### config.mk
export PLATFORM = sky130hd
export DESIGN_NAME = lfsr_gen
export DESIGN_NICKNAME = d
export VERILOG_FILES = /design/src/rtl/lfsr_pkg.sv /design/src/rtl/lfsr_next.sv /design/src/rtl/lfsr_gen.sv
export SDC_FILE = /design/constraint.sdc
export NUM_CORES = 1
export LEC_CHECK = 0
export ABC_AREA = 0
export CORE_MARGIN = 10
export CORE_UTILIZATION = 33
export CTS_CLUSTER_DIAMETER = 50
export DETAILED_ROUTE_END_ITERATION = 7
export GPL_ROUTABILITY_DRIVEN = 0
export PLACE_DENSITY = 0.63
export SYNTH_ARGS = -nofsm -noshare
export SYNTH_HDL_FRONTEND = slang
export SYNTH_SLANG_ARGS = --single-unit
### constraint.sdc
create_clock -name clk -period 1.8 [get_ports clk]
set_input_delay 0.54 -clock clk [delete_from_list [all_inputs] [get_ports clk]]
set_output_delay 0.54 -clock clk [all_outputs]
set_load 0.05 [all_outputs]
### src/rtl/lfsr_pkg.sv
// Shared mode enum and width-generic next-state functions for lfsr_gen.
// Functions work on 32-bit containers; callers truncate to their own width.
package lfsr_pkg;

    typedef enum logic {
        LFSR_FIB = 1'b0,
        LFSR_GAL = 1'b1
    } lfsr_mode_e;

    function automatic logic [31:0] lfsr_width_mask(input int unsigned width);
        lfsr_width_mask = (width >= 32) ? '1 : ((32'd1 << width) - 32'd1);
    endfunction

    function automatic logic [31:0] lfsr_fib_next(input logic [31:0] s,
                                                  input logic [31:0] taps,
                                                  input int unsigned width);
        logic [31:0] mask;
        logic        fb;
        mask = lfsr_width_mask(width);
        fb   = ^(s & taps & mask);
        lfsr_fib_next = ((s << 1) | {31'b0, fb}) & mask;
    endfunction

    function automatic logic [31:0] lfsr_gal_next(input logic [31:0] s,
                                                  input logic [31:0] taps,
                                                  input int unsigned width);
        logic [31:0] mask;
        logic        msb;
        mask = lfsr_width_mask(width);
        msb  = s[5'(width - 1)];
        lfsr_gal_next = ((s << 1) & mask) ^ ({32{msb}} & taps & mask);
    endfunction

endpackage

### src/rtl/lfsr_next.sv
// Purely combinational LFSR next-state logic; form fixed at elaboration by MODE.
module lfsr_next
    import lfsr_pkg::*;
#(
    parameter int unsigned      WIDTH = 4,
    parameter logic [WIDTH-1:0] TAPS  = 4'b1100,
    parameter lfsr_mode_e       MODE  = LFSR_FIB
) (
    input  logic [WIDTH-1:0] cur,
    output logic [WIDTH-1:0] nxt
);

    generate
        if (MODE == LFSR_GAL) begin : g_gal
            always_comb nxt = WIDTH'(lfsr_gal_next(32'(cur), 32'(TAPS), WIDTH));
        end else begin : g_fib
            always_comb nxt = WIDTH'(lfsr_fib_next(32'(cur), 32'(TAPS), WIDTH));
        end
    endgenerate

endmodule

### src/rtl/lfsr_gen.sv
// Parametrised LFSR with clock enable, runtime seed load, all-zero recovery
// and a wrap pulse when the sequence returns to the active seed.
module lfsr_gen
    import lfsr_pkg::*;
#(
    parameter int unsigned      WIDTH = 4,
    parameter logic [WIDTH-1:0] TAPS  = 4'b1100,
    parameter lfsr_mode_e       MODE  = LFSR_FIB,
    parameter logic [WIDTH-1:0] SEED  = 1
) (
    input  logic             clk,
    input  logic             rst,
    input  logic             en,
    input  logic             load,
    input  logic [WIDTH-1:0] seed_in,
    output logic [WIDTH-1:0] out,
    output logic             bit_out,
    output logic             wrap,
    output logic             lockup
);

    generate
        if (WIDTH < 2 || WIDTH > 32) begin : g_bad_width
            $error("lfsr_gen: WIDTH must be in 2..32");
        end
        if (SEED == '0) begin : g_bad_seed
            $error("lfsr_gen: SEED must be non-zero");
        end
        if (MODE == LFSR_FIB && TAPS[WIDTH-1] == 1'b0) begin : g_bad_taps
            $error("lfsr_gen: Fibonacci TAPS must include bit WIDTH-1");
        end
    endgenerate

    logic [WIDTH-1:0] aseed;
    logic [WIDTH-1:0] nxt;

    lfsr_next #(
        .WIDTH (WIDTH),
        .TAPS  (TAPS),
        .MODE  (MODE)
    ) u_next (
        .cur (out),
        .nxt (nxt)
    );

    always_ff @(posedge clk or negedge rst) begin
        if (!rst) begin
            out    <= SEED;
            aseed  <= SEED;
            wrap   <= 1'b0;
            lockup <= 1'b0;
        end else begin
            wrap   <= 1'b0;
            lockup <= 1'b0;
            if (load) begin
                // A zero seed would lock the register, so it is replaced by SEED.
                if (seed_in == '0) begin
                    out    <= SEED;
                    aseed  <= SEED;
                    lockup <= 1'b1;
                end else begin
                    out   <= seed_in;
                    aseed <= seed_in;
                end
            end else if (en) begin
                if (out == '0) begin
                    out    <= SEED;
                    lockup <= 1'b1;
                end else begin
                    out  <= nxt;
                    wrap <= (nxt == aseed);
                end
            end
        end
    end

    assign bit_out = out[WIDTH-1];

endmodule

==> metrics.md, run 1 <==
| Metric | Value |
|---|---|
| CTS Buf Count | 3 |
| Synth Area in Simple Gates | 0.193 |
| Largest net degree at the start of global routing | 11 |
| Worst-Skew Late Latency | 0.26 ns |
| Vias | 389 |
| Actual slew at the worst max-slew pin | ~0.45 ns |
| Worst-path clk slew | 0.07 ns |
| Clk_skew | 0.00762 ns |
| Synth top area share | 0.400 |
| Row cnt | 13 |
| Post-synthesis adder-cell area fraction | 0.0250 |
| Count leader, synth | dfrtp_1 |
| Final hold violation count | 0 |
| Largest family of logic cells by synthesized area | simple AND/OR/NAND/NOR gates |
| First-pass GRT wire length | approximately 2.1 mm |
| Top cells by count, synth | dfrtp_1, o21ai_0, inv_1, nand2_1, xor2_1 |
| Die area | 0.00347 mm^2 |
| Setup TNS | 0 ns |
| Critical Path Fanout Max | 4 |
| Worst path slowest cell | dfstp_2 |
| # setup viols final | 0 |
| Port buffer count | 14 |
| Post-CTS sizing | 0 |
| Post-synthesis cell type with the largest combined area | dfrtp_1 |
| Final wirelength | 1.15 mm |
| Peak supply drop | 492 uV |
| Core area | between 0.001 and 0.0015 mm^2 |
| Distinct cells, synth | 20 |
| Area contributors post-synth | dfrtp_1, dfstp_2, xor2_1 |
| Layout cells sized above 1 | 0.348 |
| Synthesized flop and latch total | 10 |
| CTS sink cnt | 10 |
| DP HPWL | 926 um |
| Crit path time final | 1.62 ns |
| Crit Path Class | register to output pin |
| RSZ-0062 raised after global routing | no |
| Synthesized area | 500 um^2 |
| Slew margin rel. | 0.701 |
| Setup crit start kind | register |
| Cell leakage power | 0.337 nW |
| Post-Synthesis Cells | 47 |
| Syn nets | between 50 and 60 |
| Mux cell area share after synthesis | 0.0850 |
| Fmax | 616 MHz |
| EDFF count, synth | 0 |
| Mean Syn Cell Area | approximately 11 um^2 |
| DR WL/cell | 14.2 um |
| Die X | 58.9 um |
| Overall power | roughly 0.7 mW |
| Placed Area | 722 um^2 |
| Post-layout util | 0.555 |
| Max-slew violations | 0 |
| N_diodes | 0 |
| CTS root buf | clkbuf_4 |
| DR iter-0 viols | 2 |
| GRT Resource Usage Total | 0.0782 |
| Most used DFF post-synth | dfrtp_1 |
| Die Ht | between 50 and 60 um |
| Final instance area | 758 um^2 |
| PwrDens | 914 mW/mm^2 |
| Status | completed |
| Nets | 76 |
| Vias in the first global route | 434 |
| MaxCap Viol Count | 0 |
| Post-synthesis sequential area ratio | 0.505 |
| Area Overhead vs Synth | 51.5% |
| Hold Buf Count CTS | 0 |
| CP arrival | about 1.1 ns |
| GRT overflow | 0 |
| Max Root-Sink Buffers | 2 |
| Residual DRC | 0 |
| I/O pin total | 15 |
| Post-synth ARST share | 1.00 |
| Ys Warns | 0 |
| Initial antenna violation count | 0 |
| Min Hold Slack | 0.500 ns |
| Final Cycle Share | 0.902 |
| # H-tree levels | 1 |
| Via/cell ratio | 4.80 |
| Worst Hold Class | register to register |
| Crit. End Element | output pin |
| Synth Area in Compound Gates | 0.0625 |
| TritonCTS clock tree | built |
| Crit-path max cell delay | 0.54 ns |
| Post-DRT Antenna Nets | 0 |
| Synth Area in XOR/XNOR | 0.0700 |
| First-pass detailed-route iteration total | 3 |
| Worst path cell trace | buf_4 > buf_12 |
| Setup bufs post-CTS | 0 |
| Initial core utilization | 0.366 |
| Required @ worst endpoint | ~1.3 ns |
-- worst paths after layout --
kind                       cells after the start  slack [ns]        to      from
setup / recovery                               2        0.18    out[0]    out[0]
hold / removal                                 2        0.50  aseed[0]  aseed[0]
setup reg to reg                               5        0.20      wrap    out[2]
hold reg to reg                                2        0.50  aseed[0]  aseed[0]
max in group asynchronous                      1        0.87  aseed[0]       rst
min in group asynchronous                      1        0.58  aseed[1]       rst
-- kinds of logic (layout without fill, tap and decap cells) --
kind of cell / Yosys count / after routing
flops: 10 / 10
xor+xnor: 4 / 4
simple gates: 15 / 15
fa+ha+maj: 1 / 1
compound gates: 6 / 6
buf+inv: 7 / 26
mux: 4 / 4
-- per-layer routing --
metal  global-route usage  part of all wire
met4               0.0787             0.033
met1               0.0920              0.46
met5                    0                 0
met3               0.0215             0.054
met2                0.108              0.45
-- final cells by class --
| cell class | count | area (um^2) |
|---|---|---|
| Fill cell | 127 | 608 |
| Multi-Input combinational cell | 30 | 218 |
| Timing Repair Buffer | 18 | 215 |
| Inverter | 4 | 15.0 |
| Tap cell | 15 | 18.8 |
| Sequential cell | 10 | 255 |
| Clock buffer | 4 | 36.3 |
-- cells in the final DEF (no fill, tap or decap), types with 3 or more instances in the layout --
| master | synthesis | layout |
|---|---|---|
| o21ai_0 | 5 | 5 |
| nand2_1 | 4 | 4 |
| clkbuf_4 | 0 | 3 |
| clkdlybuf4s50_1 | 0 | 7 |
| dfrtp_1 | 8 | 6 |
| inv_1 | 4 | 4 |
| buf_4 | 1 | 6 |
| nor3_1 | 3 | 3 |
| buf_12 | 0 | 5 |
| xor2_1 | 4 | 4 |
-- report_power, final --
part | leakage (nW) | switching, mW | total (mW) | internal [mW]
sequential | 0.119 | 0.0174 | 0.268 | 0.250
combinational | 0.198 | 0.116 | 0.227 | 0.111
clock | 0.0210 | 0.0762 | 0.199 | 0.123
-- critical path, delay by kind of cell (launching register included) --
kind | cells | cell delay, ns
DFF | 1 | 0.54
buffers and inverters | 2 | 0.27
-- stage by stage --
stage                     setup WS (ns)  std cells
after detailed placement         0.0829         77
after global routing             0.0885         81
after global placement           0.0834         77
final                             0.176         81
after CTS                         0.166         81
after floorplan                  0.0172         47
-- sequential cells by signal, summed over array words and instances, names as in the netlist --
name,count
wrap,1
aseed,4
out,4
lockup,1
Note: power is estimated with default switching activity, not from simulation.
==> run 2, diff against run 1 <==
Settings changed: CAP_MARGIN set to 20.
==> results of run 2 <==
No change in the layout: final DEF, timing and power equal those of run 1.
